File: src/rtl/bcd_digit_combiner_if.sv
// Digit-entry bus of the BCD tens/units combiner: digit strobes and abort in,
// combined value, result pulses and entry-progress echo out.
interface bcd_digit_combiner_if;
    logic       clear;
    logic [3:0] digit_in;
    logic       digit_valid;
    logic [5:0] value;
    logic       value_valid;
    logic       error;
    logic       awaiting_units;
    logic [3:0] pending_tens;

    modport master (
        output clear,
        output digit_in,
        output digit_valid,
        input  value,
        input  value_valid,
        input  error,
        input  awaiting_units,
        input  pending_tens
    );

    modport slave (
        input  clear,
        input  digit_in,
        input  digit_valid,
        output value,
        output value_valid,
        output error,
        output awaiting_units,
        output pending_tens
    );
endinterface

File: src/rtl/bcd_digit_combiner.sv
// Combines a tens then a units BCD strobe into a range-checked 6-bit value.
// Optional entry timeout compiled in with `define BCD_COMBINER_TIMEOUT_EN.
module bcd_digit_combiner #(
    parameter int unsigned MAX_VALUE      = 59,
    parameter int unsigned TIMEOUT_CYCLES = 50_000_000
) (
    input logic                clk,
    input logic                rst_n,
    bcd_digit_combiner_if.slave bus
);

    typedef enum logic [0:0] {
        IDLE       = 1'b0,
        WAIT_UNITS = 1'b1
    } state_t;

    localparam logic [6:0] MAX_V = 7'(MAX_VALUE);

    function automatic logic is_bcd(input logic [3:0] d);
        return (d <= 4'd9);
    endfunction

    // tens*10 + units, built from shifts so no multiplier is inferred
    function automatic logic [6:0] combine(input logic [3:0] t, input logic [3:0] u);
        logic [6:0] t7;
        t7 = {3'b000, t};
        return (t7 << 3) + (t7 << 1) + {3'b000, u};
    endfunction

    state_t     state_r, state_nxt_s;
    logic [3:0] pending_r, pending_nxt_s;
    logic [5:0] value_r, value_nxt_s;
    logic       value_valid_r, value_valid_nxt_s;
    logic       error_r, error_nxt_s;
    logic [6:0] sum_s;
    logic       timeout_s;
    logic       unused_cfg_s;

    assign sum_s        = combine(pending_r, bus.digit_in);
    assign unused_cfg_s = (TIMEOUT_CYCLES >= 32'd2);

`ifdef BCD_COMBINER_TIMEOUT_EN
    localparam int unsigned CNT_W = $clog2(TIMEOUT_CYCLES);
    localparam logic [CNT_W-1:0] CNT_LIMIT = CNT_W'(TIMEOUT_CYCLES - 1);
    localparam logic [CNT_W-1:0] CNT_ONE   = CNT_W'(1);
    localparam logic [CNT_W-1:0] CNT_ZERO  = CNT_W'(0);

    logic [CNT_W-1:0] cnt_r, cnt_nxt_s;

    // A strobe or clear in the limit cycle takes precedence over the timeout
    assign timeout_s = (state_r == WAIT_UNITS) && (cnt_r == CNT_LIMIT) &&
                       !bus.digit_valid && !bus.clear;

    // Counter advances only while waiting for units with no strobe; otherwise held at 0
    always_comb begin
        cnt_nxt_s = CNT_ZERO;
        if ((state_r == WAIT_UNITS) && !bus.digit_valid && !bus.clear && !timeout_s) begin
            cnt_nxt_s = cnt_r + CNT_ONE;
        end else begin
            cnt_nxt_s = CNT_ZERO;
        end
    end

    // Timeout counter register
    always_ff @(posedge clk or negedge rst_n) begin
        if (!rst_n) begin
            cnt_r <= CNT_ZERO;
        end else begin
            cnt_r <= cnt_nxt_s;
        end
    end
`else
    assign timeout_s = 1'b0;
`endif

    // Next-state and next-output decode
    always_comb begin
        state_nxt_s       = state_r;
        pending_nxt_s     = pending_r;
        value_nxt_s       = value_r;
        value_valid_nxt_s = 1'b0;
        error_nxt_s       = 1'b0;

        if (bus.clear) begin
            state_nxt_s   = IDLE;
            pending_nxt_s = 4'd0;
        end else if (bus.digit_valid) begin
            case (state_r)
                IDLE: begin
                    if (is_bcd(bus.digit_in)) begin
                        pending_nxt_s = bus.digit_in;
                        state_nxt_s   = WAIT_UNITS;
                    end else begin
                        error_nxt_s = 1'b1;
                    end
                end
                WAIT_UNITS: begin
                    state_nxt_s   = IDLE;
                    pending_nxt_s = 4'd0;
                    if (is_bcd(bus.digit_in) && (sum_s <= MAX_V)) begin
                        value_nxt_s       = sum_s[5:0];
                        value_valid_nxt_s = 1'b1;
                    end else begin
                        error_nxt_s = 1'b1;
                    end
                end
                default: begin
                    state_nxt_s   = IDLE;
                    pending_nxt_s = 4'd0;
                end
            endcase
        end else if (timeout_s) begin
            state_nxt_s   = IDLE;
            pending_nxt_s = 4'd0;
            error_nxt_s   = 1'b1;
        end else begin
            state_nxt_s = state_r;
        end
    end

    // State and output registers
    always_ff @(posedge clk or negedge rst_n) begin
        if (!rst_n) begin
            state_r       <= IDLE;
            pending_r     <= 4'd0;
            value_r       <= 6'd0;
            value_valid_r <= 1'b0;
            error_r       <= 1'b0;
        end else begin
            state_r       <= state_nxt_s;
            pending_r     <= pending_nxt_s;
            value_r       <= value_nxt_s;
            value_valid_r <= value_valid_nxt_s;
            error_r       <= error_nxt_s;
        end
    end

    assign bus.value          = value_r;
    assign bus.value_valid    = value_valid_r;
    assign bus.error          = error_r;
    assign bus.awaiting_units = (state_r == WAIT_UNITS);
    assign bus.pending_tens   = pending_r;

endmodule

File: src/flat_wrapper.sv
// flat-port wrapper written by rule: the top's interface ports become plain ports
module bcd_digit_combiner_flat 
#(
    parameter int unsigned MAX_VALUE      = 59,
    parameter int unsigned TIMEOUT_CYCLES = 50_000_000
)
  (clk, rst_n, bus_clear, bus_digit_in, bus_digit_valid, bus_value, bus_value_valid, bus_error, bus_awaiting_units, bus_pending_tens);
  bcd_digit_combiner_if bus_i ();
  input logic clk;
  input logic rst_n;
  input wire logic [$bits(bus_i.clear)-1:0] bus_clear;
  input wire logic [$bits(bus_i.digit_in)-1:0] bus_digit_in;
  input wire logic [$bits(bus_i.digit_valid)-1:0] bus_digit_valid;
  output wire logic [$bits(bus_i.value)-1:0] bus_value;
  output wire logic [$bits(bus_i.value_valid)-1:0] bus_value_valid;
  output wire logic [$bits(bus_i.error)-1:0] bus_error;
  output wire logic [$bits(bus_i.awaiting_units)-1:0] bus_awaiting_units;
  output wire logic [$bits(bus_i.pending_tens)-1:0] bus_pending_tens;
  assign bus_i.clear = bus_clear;
  assign bus_i.digit_in = bus_digit_in;
  assign bus_i.digit_valid = bus_digit_valid;
  assign bus_value = bus_i.value;
  assign bus_value_valid = bus_i.value_valid;
  assign bus_error = bus_i.error;
  assign bus_awaiting_units = bus_i.awaiting_units;
  assign bus_pending_tens = bus_i.pending_tens;
  bcd_digit_combiner #(.MAX_VALUE(MAX_VALUE), .TIMEOUT_CYCLES(TIMEOUT_CYCLES)) u_core (.clk(clk), .rst_n(rst_n), .bus(bus_i));
endmodule
File: config.mk
export PLATFORM = sky130hd
export DESIGN_NAME = bcd_digit_combiner_flat
export DESIGN_NICKNAME = d
export VERILOG_FILES = /design/src/rtl/bcd_digit_combiner_if.sv /design/src/rtl/bcd_digit_combiner.sv /design/src/flat_wrapper.sv
export SDC_FILE = /design/constraint.sdc
export NUM_CORES = 1
export LEC_CHECK = 0
export CAP_MARGIN = 20
export CORE_ASPECT_RATIO = 1.25
export CORE_MARGIN = 4
export CORE_UTILIZATION = 30
export CTS_CLUSTER_DIAMETER = 40
export DETAILED_ROUTE_END_ITERATION = 12
export GPL_TIMING_DRIVEN = 0
export HOLD_SLACK_MARGIN = 0.1
export MAX_ROUTING_LAYER = met4
export PLACE_DENSITY = 0.56
export SLEW_MARGIN = 20
export SYNTH_ARGS = -nofsm -noshare
export SYNTH_HDL_FRONTEND = slang
export SYNTH_SLANG_ARGS = --single-unit
File: constraint.sdc
create_clock -name clk -period 3.5 [get_ports clk]
set_input_delay 0.525 -clock clk [delete_from_list [all_inputs] [get_ports clk]]
set_output_delay 0.525 -clock clk [all_outputs]
set_load 0.05 [all_outputs]
==> metrics <==
fmax=301 MHz; DR vias/cell=4.87; Clock Sinks=13; cells after synthesis=79; Chip Width=54.2 microns; origin of the worst setup path=bus_digit_in[3]; Synth Warn #=0; power share of the combinational group=46.0%; synthesis-stage register bit count=13; GRT Overall Usage=12.0%; crit path time final=3.32 ns; initial drt markers=10; crit path capture type=register; CP startpoint kind=input pin; Net Sw Frac=42.4%; status=completed; GRT overflow=0; Final HPWL DP=1490 microns; cells on worst reg2reg path=9; Yosys cell types=22; H-Tree Depth=1; synth top area cells=dfrtp_1 (41%), ha_1 (11%), a21oi_1 (6.3%); Setup TNS Final=0 ns; routed wire length=1800 microns; Final Cycle Share=94.9%; clk slew on worst S/H paths=0.09 ns; synthesized area per cell=10.1 sq um; CTS max path bufs=2; Clock Skew=0.00495 ns; Net Count, Synth=96; slew margin rel.=59.0%; Routed Antenna Nets=0; leakage power=0.000470 uW; Worst IR Drop VDD=278 uV; DRC errors left=0; critical path type=in -> reg; final setup violating endpoints=0; DR pass1 iterations=5; CP max FO=6; largest net degree at the start of global routing=14; initial core utilization=32.0%; post-route insts no fill=136; r2r setup slk=0.45 ns; # rows=20; TritonCTS clock tree=yes; Least-Margin Pin Slew=0.612 ns; RSZ-0062 raised after global routing=no; area leader, netlist=dfrtp_1; # hold bufs at CTS=0; Post-layout nets=121; Clk pwr share=17.2%; I/O pin count=21; port bufs=20; max-cap viol count=0; Sequential Power Share=36.7%; setup bufs post-CTS=0; fillers=259; Reg-to-Reg End=u_core.bus.value[1]; root buf cell=clkbuf_4; Final Max Tran Viols=0; Power Density=502 mW/mm^2; routed length per instance=13.2 microns; die area=0.00357 sq mm; antenna violations before repair=0; RR Startpoint=u_core.bus.pending_tens[0]; WP data arrival=3.49 ns; first-pass GRT wire length=3070 microns; core area=0.00250 sq mm; Post-CTS Resized=0; die height=65.8 microns; ratio of cells with drive above 1 in the final layout=9.71%; Post-Syn Area=801 sq um; P_int=310 uW; worst hold path class=reg -> reg; Psw=228 uW; routability cong.=0.793; Yosys top cell area share=40.6%; CP Capture Point=u_core.bus.value[1]; Clk Latency, worst-skew pair=0.27 ns; required time of the worst setup path=3.66 ns; Via Count=662; CTS buffer count=3; Area Growth Syn to Fin=33.6%; Ant. Diodes=0; vias in the first global route=716; Final Hold Viols=0; sequential area share after synthesis=40.6%; Post-Place Cells=132
## how the worst min path moves through the flow
| stage | to | cells after the start | slack, ns | start |
|---|---|---|---|---|
| 2_1_floorplan | u_core.bus.awaiting_units | 0 | 0.23 | rst_n |
| 3_3_place_gp | u_core.bus.value[1] | 1 | 0.49 | u_core.bus.value[1] |
| 3_5_place_dp | u_core.bus.value[0] | 1 | 0.50 | u_core.bus.value[0] |
| 4_1_cts | u_core.bus.value[0] | 1 | 0.52 | u_core.bus.value[0] |
| 5_1_grt | u_core.bus.value[2] | 1 | 0.54 | u_core.bus.value[2] |
| 6_report | u_core.bus.value[0] | 1 | 0.51 | u_core.bus.value[0] |
## cells in the final DEF (no fill, tap or decap), types with 3 or more instances in the layout
cell	n
nand2_1	4
clkbuf_4	3
clkdlybuf4s50_1	20
nor2_1	8
dfrtp_1	13
nand3_1	3
a21oi_1	10
ha_1	7
mux2_2	3
inv_1	10
## cell type report
class                           instances  area [sq um]  share of cell area (%)
Clock buffer                            3          22.5                    2.11
Clock inverter                          1          5.00                   0.468
Inverter                               10          37.5                    3.51
Multi-Input combinational cell         56           438                    40.9
Sequential cell                        13           325                    30.4
Tap cell                               33          41.3                    3.86
Timing Repair Buffer                   20           200                    18.7
## synthesized netlist by cell type
master and instances:
o21a_1 2, xor2_1 2, mux2_2 3, nor3b_1 2, ha_1 7, or4_2 1
o21ai_0 2, nor2_1 8, nand3_1 3, nor4_1 1, mux2i_1 2, xnor2_1 1
dfrtp_1 13, a21oi_1 10, fa_1 2, a2111oi_0 1, nand2_1 4, nand2b_1 2
a21o_1 1, inv_1 10, a21oi_2 1, a2111oi_4 1
## power by group through the flow
stage               sequential (uW)  clock (uW)  combinational (uW)
CTS                             198        98.7                 251
global placement                200           0                 248
global route                    202         105                 262
detailed placement              201           0                 251
floorplan                       302           0                58.5
finish                          197        92.6                 247
## cells by family after synthesis
| family | after synthesis | share of synthesized area, % |
|---|---|---|
| AND/OR/NAND/NOR | 21 | 12.8 |
| AO/OA/AOI/OAI | 18 | 15.9 |
| flip-flops | 13 | 40.6 |
| buffers and inverters | 10 | 4.69 |
| adder cells (fa/ha/maj) | 9 | 15.9 |
| multiplexers | 5 | 6.72 |
| XOR/XNOR | 3 | 3.28 |
## critical path: stages
cell and delay (ns):
clkdlybuf4s50_1 0.50, inv_1 0.10, fa_1 0.50, fa_1 0.46, nand2b_1 0.15, a21oi_1 0.16
xor2_1 0.16, a2111oi_4 0.53, mux2_2 0.40
## registers in the layout, summed over array words and instances, names as in the netlist
name and cells:
u_core.bus.awaiting_units 1, u_core.bus.error 1, u_core.bus.value 6, u_core.bus.pending_tens 4, u_core.bus.value_valid 1
## stage by stage
| step | hold slack [ns] | util, % | worst slack (ns) | total power (uW) | instance area [sq um] |
|---|---|---|---|---|---|
| floorplan | 0.229 | - | 0.289 | 361 | 801 |
| global placement | 0.494 | 41.7 | -0.171 | 448 | 1040 |
| detailed placement | 0.500 | 41.7 | -0.201 | 452 | 1040 |
| CTS | 0.523 | 42.8 | 0.0935 | 548 | 1070 |
| global route | 0.536 | 42.8 | 0.00860 | 568 | 1070 |
| finish | 0.515 | 42.8 | 0.180 | 537 | 1070 |
## per-layer routing
metal	vias up	share of wire, %	track usage, %
met5	-	0	-
met4	0	0	6.23
met3	0	2.9	2.04
met2	14	56	19.8
met1	327	42	13.4
li1	321	-	-
Power figures use the tool's default switching activity.
